File: config.mk
export PLATFORM = sky130hd
export DESIGN_NAME = wb_commit_arb
export DESIGN_NICKNAME = d
export VERILOG_FILES = /design/src/rtl/wb_commit_arb.sv
export SDC_FILE = /design/constraint.sdc
export NUM_CORES = 1
export LEC_CHECK = 0
export CAP_MARGIN = 20
export CORE_MARGIN = 10
export CORE_UTILIZATION = 25
export CTS_BUF_LIST = sky130_fd_sc_hd__clkbuf_8
export CTS_CLUSTER_DIAMETER = 40
export CTS_CLUSTER_SIZE = 25
export DETAILED_ROUTE_END_ITERATION = 12
export GPL_ROUTABILITY_DRIVEN = 0
export PLACE_DENSITY = 0.58
export RECOVER_POWER = 50
export SYNTH_ARGS = -nofsm -noshare
export SYNTH_HDL_FRONTEND = slang
export SYNTH_SLANG_ARGS = --single-unit
File: constraint.sdc
create_clock -name clk -period 2.2 [get_ports clk]
set_input_delay 0.22 -clock clk [delete_from_list [all_inputs] [get_ports clk]]
set_output_delay 0.22 -clock clk [all_outputs]
set_load 0.02 [all_outputs]
File: src/rtl/wb_commit_arb.sv
// rtl/wb_commit_arb.sv - writeback commit arbiter; define WB_RR_EN for round-robin, else fixed priority
module wb_commit_arb #(
  parameter int XLEN    = 32,
  parameter int NUM_SRC = 2
) (
  input  logic                    clk,
  input  logic                    rst_n,
  input  logic [NUM_SRC-1:0]      src_valid,
  input  logic [5*NUM_SRC-1:0]    src_rd_addr,
  input  logic [XLEN*NUM_SRC-1:0] src_data,
  output logic [NUM_SRC-1:0]      src_ready,
  input  logic                    wb_stall,
  output logic                    RegWrite,
  output logic [4:0]              rd_addr,
  output logic [XLEN-1:0]         rd_data,
  output logic [31:0]             commit_cnt
);

  localparam int PW = (NUM_SRC > 1) ? $clog2(NUM_SRC) : 1;

  logic [NUM_SRC-1:0] w_req;
  logic [NUM_SRC-1:0] w_gnt;
  logic               w_any;
  logic               w_commit;
  logic [4:0]         w_sel_addr;
  logic [XLEN-1:0]    w_sel_data;

  logic               r_wr;
  logic [4:0]         r_rd_addr;
  logic [XLEN-1:0]    r_rd_data;
  logic [31:0]        r_commit_cnt;

  // Requests are masked while the register-file port is busy or reset is held
  assign w_req = src_valid & {NUM_SRC{~wb_stall & rst_n}};

`ifdef WB_RR_EN
  logic [PW-1:0] r_ptr;
  logic [PW-1:0] w_ptr_nxt;
  logic          w_found;
  int            w_idx;

  // Round-robin grant: scan from the pointer, wrapping, first requester wins
  always_comb begin
    w_gnt   = '0;
    w_found = 1'b0;
    w_idx   = 0;
    for (int k = 0; k < NUM_SRC; k++) begin
      w_idx = int'(r_ptr) + k;
      if (w_idx >= NUM_SRC) w_idx = w_idx - NUM_SRC;
      if (!w_found && w_req[w_idx]) begin
        w_gnt[w_idx] = 1'b1;
        w_found      = 1'b1;
      end
    end
  end

  // Priority moves to the channel just after the one granted
  always_comb begin
    w_ptr_nxt = r_ptr;
    for (int i = 0; i < NUM_SRC; i++) begin
      if (w_gnt[i]) w_ptr_nxt = (i == NUM_SRC - 1) ? '0 : PW'(i + 1);
    end
  end

  // Pointer only advances on a completed handshake, so a stall leaves it put
  always_ff @(posedge clk or negedge rst_n) begin
    if (!rst_n) r_ptr <= '0;
    else        r_ptr <= w_ptr_nxt;
  end
`else
  logic w_found;

  // Fixed priority grant: lowest valid index wins
  always_comb begin
    w_gnt   = '0;
    w_found = 1'b0;
    for (int i = 0; i < NUM_SRC; i++) begin
      if (!w_found && w_req[i]) begin
        w_gnt[i] = 1'b1;
        w_found  = 1'b1;
      end
    end
  end
`endif

  assign w_any     = |w_gnt;
  assign src_ready = w_gnt;

  // One-hot mux of the granted channel's destination and data
  always_comb begin
    w_sel_addr = '0;
    w_sel_data = '0;
    for (int i = 0; i < NUM_SRC; i++) begin
      if (w_gnt[i]) begin
        w_sel_addr = src_rd_addr[5*i +: 5];
        w_sel_data = src_data[XLEN*i +: XLEN];
      end
    end
  end

  // Writes to x0 are accepted but never reach the register file
  assign w_commit = w_any && (w_sel_addr != 5'd0);

  // Writeback stage register and commit counter
  always_ff @(posedge clk or negedge rst_n) begin
    if (!rst_n) begin
      r_wr         <= 1'b0;
      r_rd_addr    <= '0;
      r_rd_data    <= '0;
      r_commit_cnt <= '0;
    end else begin
      r_wr <= w_commit;
      if (w_any) begin
        r_rd_addr <= w_sel_addr;
        r_rd_data <= w_sel_data;
      end
      if (w_commit) r_commit_cnt <= r_commit_cnt + 32'd1;
    end
  end

  assign RegWrite   = r_wr;
  assign rd_addr    = r_rd_addr;
  assign rd_data    = r_rd_data;
  assign commit_cnt = r_commit_cnt;

endmodule

---- Word level (Yosys, flattened, before mapping) ----
Cells that the tools add are included.
storage, ports and cells
  bits in registers ....................... 70
  input bits .............................. 79
  output and inout port bits .............. 72
cells by class
  $add $sub $neg .......................... 1
  muxes and demuxes ....................... 6
  bitwise gates (word level) .............. 3
  reductions and logical operators ........ 5
operators by type and width
  operator               count
  $mux 32                2
  $add 32x1->32 const B  1
  $mux 5                 2
  $reduce_bool 5->1      1
  $and 2x2->2            1
  $logic_and 1x1->1      2
  $mux 1                 2
  $reduce_or 2->1        1
  $and 1x1->1            1
  $logic_not 1->1        1
  $not 1->1              1

---- Longest topological paths before layout ----
  word-level depth ........................ 10
  depth in mapped cells ................... 7
  depth with buffers taken out ............ 5

---- Worst setup path before layout ----
Ideal clock, no wire load.
  path type ............................... register to register
  start ................................... register r_commit_cnt[3] (netlist: commit_cnt[3])
  end ..................................... register r_commit_cnt[23] (netlist: commit_cnt[23])
  library setup time ...................... 0.130 ns
  arrival time ............................ 1.739 ns
  required time ........................... 2.070 ns
  slack ................................... 0.331 ns
  stages on the path, launching flop included .. 7
  buffers on the path ..................... 1
  cell sequence ........................... dfrtp_1 nand3_1 nor4_4 and4_1 buf_4 nand4_1 xnor2_1
between the ends
  longest elaborated chain between the ends .. 1
ends and longest elaborated chain
  item                    line  text
  start, declared         31    logic [31:0] r_commit_cnt;
  start signal, assigned  117   if (w_commit) r_commit_cnt <= r_commit_cnt + 32'd1;
  $add 32x1->32           117
No other way between the ends.
A chain may end at the register's enable or synchronous reset.

---- Final worst setup path ----
  start ................................... input port src_valid[0]
  end ..................................... output port src_ready[0]
between the ends
  longest elaborated chain between the ends .. 2
ends and longest elaborated chain
  item             line  text
  start, declared  8     input logic [NUM_SRC-1:0] src_valid,
  $and 2x2->2      34    assign w_req = src_valid & {NUM_SRC{~wb_stall & rst_n}};
  $mux 1           78    if (!w_found && w_req[i]) begin
  end, declared    11    output logic [NUM_SRC-1:0] src_ready,
No other way between the ends.

==> impl_metrics.yaml <==
timing:
  fin_crit_ns: 2.03
  timing.hold.ws_ns: 0.330
  worst_pin_slew_ns: 1.71
  max_freq_ghz: 0.492
  hold_viol: 0
  rsz0062_at_grt: "no"
  relSlewSlack: -0.142
  setup_ws_ns: 0.168
  clock_skew_ns: 0.00882
  drv_slew: 69
  setup_viol: 0
  finalCritPeriodShare: 0.924
  final.setup.tns_ns: 0
grt:
  grt_antenna_before_repair: 0
  grt_pass1_vias: 3463
  grt_use_total: 0.125
  met1_usage: 0.151
  globalRouteMet2Util: 0.205
  grt_max_degree: 73
  top_usage_layer: "met2"
  grt_use_met3: 0.0425
  grt_pass1_wl_mm: 19.8
  gr-total-overflow: 0
route:
  ant_nets: 0
  drt-pass1-iter-count: 4
  drc: 0
  vias: 3296
  drtIter0Drc: 197
  wl_mm: 12.1
  viasPerCell: 4.81
  avgRoutedWirePerCell_um: 17.7
clocking:
  cts_inserted_buffers: 9
  clock_latency_ns: 0.35
  cts_resized: 0
  postCtsSetupRepairBufs: 0
  clockBufferDepth: 2
  clk_pin_slew_worst_paths_ns: 0.08
  htree_levels: 3
  cts_root_buffer: "clkbuf_8"
  tritoncts: "built"
  cts_sinks: 70
layout:
  mostFrequentLayoutCell: "clkdlybuf4s50_1"
  final_nets: 580
  drive_gt1_frac: 0.0733
  antenna_cells: 0
  fin_util: 0.396
  final_cell_mix: "clkdlybuf4s50_1 (116), dfrtp_1 (70), o21ai_0 (38)"
  syn2layout_area_growth_pct: 56.0
status:
  status: "finished, violations left"
  violations: "max-capacitance violations, max-slew violations"
power_and_ir_drop:
  p_leak_uw: 0.00214
  p_total_uw: 4050
  p_per_area_nw_per_um2: 742
  peakVddDrop_uv: 252
synth:
  yosys_warnings: 0
  synth_area_um2: 3500
  yosysUniqueCellTypes: 34
  synth_top_flop_cell: "dfrtp_1"
  synth_area_per_cell_um2: 9.97
  async_reset_ff_frac: 1.00
  synthCells: 351
  ys_ff_latch: 70
  synthesis.nets: 431
  seq_area_frac_synth: 0.501
  synth-edff-count: 0
floorplanning:
  die-area_um2: 19100
  die_w_um: 138
  core_area_um2: 13800
  dieHeight_um: 138
  row_count: 43
  ioPinCount: 151
  start_util: 0.254
worst_setup_path:
  crit_path_frequent_cell: "clkdlybuf4s50_1"
  crit_fanout: 8
  worst-path-buf-inv: 2
  slowest_stage: "clkdlybuf4s50_1"
  crit_type: "in -> out"
  cp.required_ns: 1.98
  reg2reg_slack_ns: 0.45
  worstPathCellList: "clkdlybuf4s50_1 > and2_1 > clkdlybuf4s50_1"
  arrival_ns: 1.81
  worst_path_dominant_cell_family: "buffers and inverters"
  cp-end-kind: "primary output"
  start_kind: "input pin"
  slowest_delay_ns: 0.65
min_path:
  hold_class: "in -> reg"
job:
  maxCapViolCount: 1
place:
  place_hpwl_mm: 8.72
  port_buffers: 150
  post-place-ws_ns: 0.0336
## where the power goes
group | switching (uW) | internal (uW) | total (uW) | leakage, uW
clock network | 501 | 700 | 1200 | 0.000116
registers | 162 | 1470 | 1630 | 0.000884
logic | 597 | 619 | 1220 | 0.00114
total | 1260 | 2790 | 4050 | 0.00214
## worst register-to-register path: stages, from the launching register on
cell      delay, ns
dfrtp_1        0.46
and4_1         0.28
nand4_1        0.22
nor3_1         0.36
nand4b_1       0.17
xnor2_1        0.15
## kinds of logic (layout without fill, tap and decap cells)
logic type,after synthesis,after routing,share of synthesized area
AOI/OAI and AO/OA,116,116,0.207
xor gates and xnor gates,31,31,0.0776
adders and majority gates,1,1,0.00358
buffers and inverters,30,184,0.0347
DFF,70,70,0.501
muxes,1,1,0.00322
and+or+nand+nor,102,102,0.173
## cell type report
| cell class | instances | area (um2) |
|---|---|---|
| clock buffers | 11 | 151 |
| clock inverters | 5 | 81.3 |
| fillers | 1424 | 8320 |
| inverters | 3 | 11.3 |
| multi-input cells | 251 | 1640 |
| flip-flops and latches | 70 | 1750 |
| well taps | 180 | 225 |
| repair buffers | 165 | 1600 |
## synth_stat cells, drive strengths merged (2+ instances only)
| library cell | count | area share |
|---|---|---|
| nand2 | 15 | 0.016 |
| nand2b | 2 | 0.0036 |
| o21ai | 38 | 0.054 |
| buf | 7 | 0.010 |
| clkbuf | 20 | 0.021 |
| xor2 | 5 | 0.013 |
| nor3 | 5 | 0.0072 |
| nand4 | 11 | 0.020 |
| nor2b | 37 | 0.066 |
| nor2 | 6 | 0.0072 |
| a22oi | 36 | 0.077 |
| nor4 | 3 | 0.0097 |
| inv | 3 | 0.0032 |
| nand3 | 13 | 0.019 |
| and3 | 3 | 0.0054 |
| xnor2 | 26 | 0.065 |
| a21oi | 3 | 0.0043 |
| and4 | 2 | 0.0050 |
| a31oi | 36 | 0.064 |
| dfrtp | 70 | 0.50 |
## metal layers
metal  up-vias  share of wire
met5         -              0
met4         0          0.011
met3        11          0.063
met2        98           0.48
met1      1605           0.44
li1       1582              -
## repair_timing
action / CTS / global route
hold buffers: 1 / 0
endpoints found under the hold margin: 2 / 0
setup endpoints to repair: 0 / 0
## through the flow
| step | std cells | cell area [um2] |
|---|---|---|
| after floorplan | 351 | 3500 |
| after global placement | 668 | 5220 |
| after detailed placement | 668 | 5220 |
| final | 685 | 5460 |
| after CTS | 685 | 5470 |
| after global routing | 685 | 5460 |
## state kept, by name (all words and copies together) (netlist names)
| signal | count |
|---|---|
| rd_data | 32 |
| RegWrite | 1 |
| rd_addr | 5 |
| commit_cnt | 32 |
## worst paths after layout
| kind | from | to | cells after the start |
|---|---|---|---|
| max reg2reg | commit_cnt[18] | commit_cnt[29] | 5 |
| min reg2reg | commit_cnt[31] | commit_cnt[31] | 1 |
| max | src_valid[0] | src_ready[0] | 3 |
| max in group asynchronous | rst_n | rd_data[21] | 2 |
| min in group asynchronous | rst_n | rd_addr[3] | 2 |
| min | src_valid[1] | rd_addr[3] | 4 |
Power figures use the tool's default switching activity.
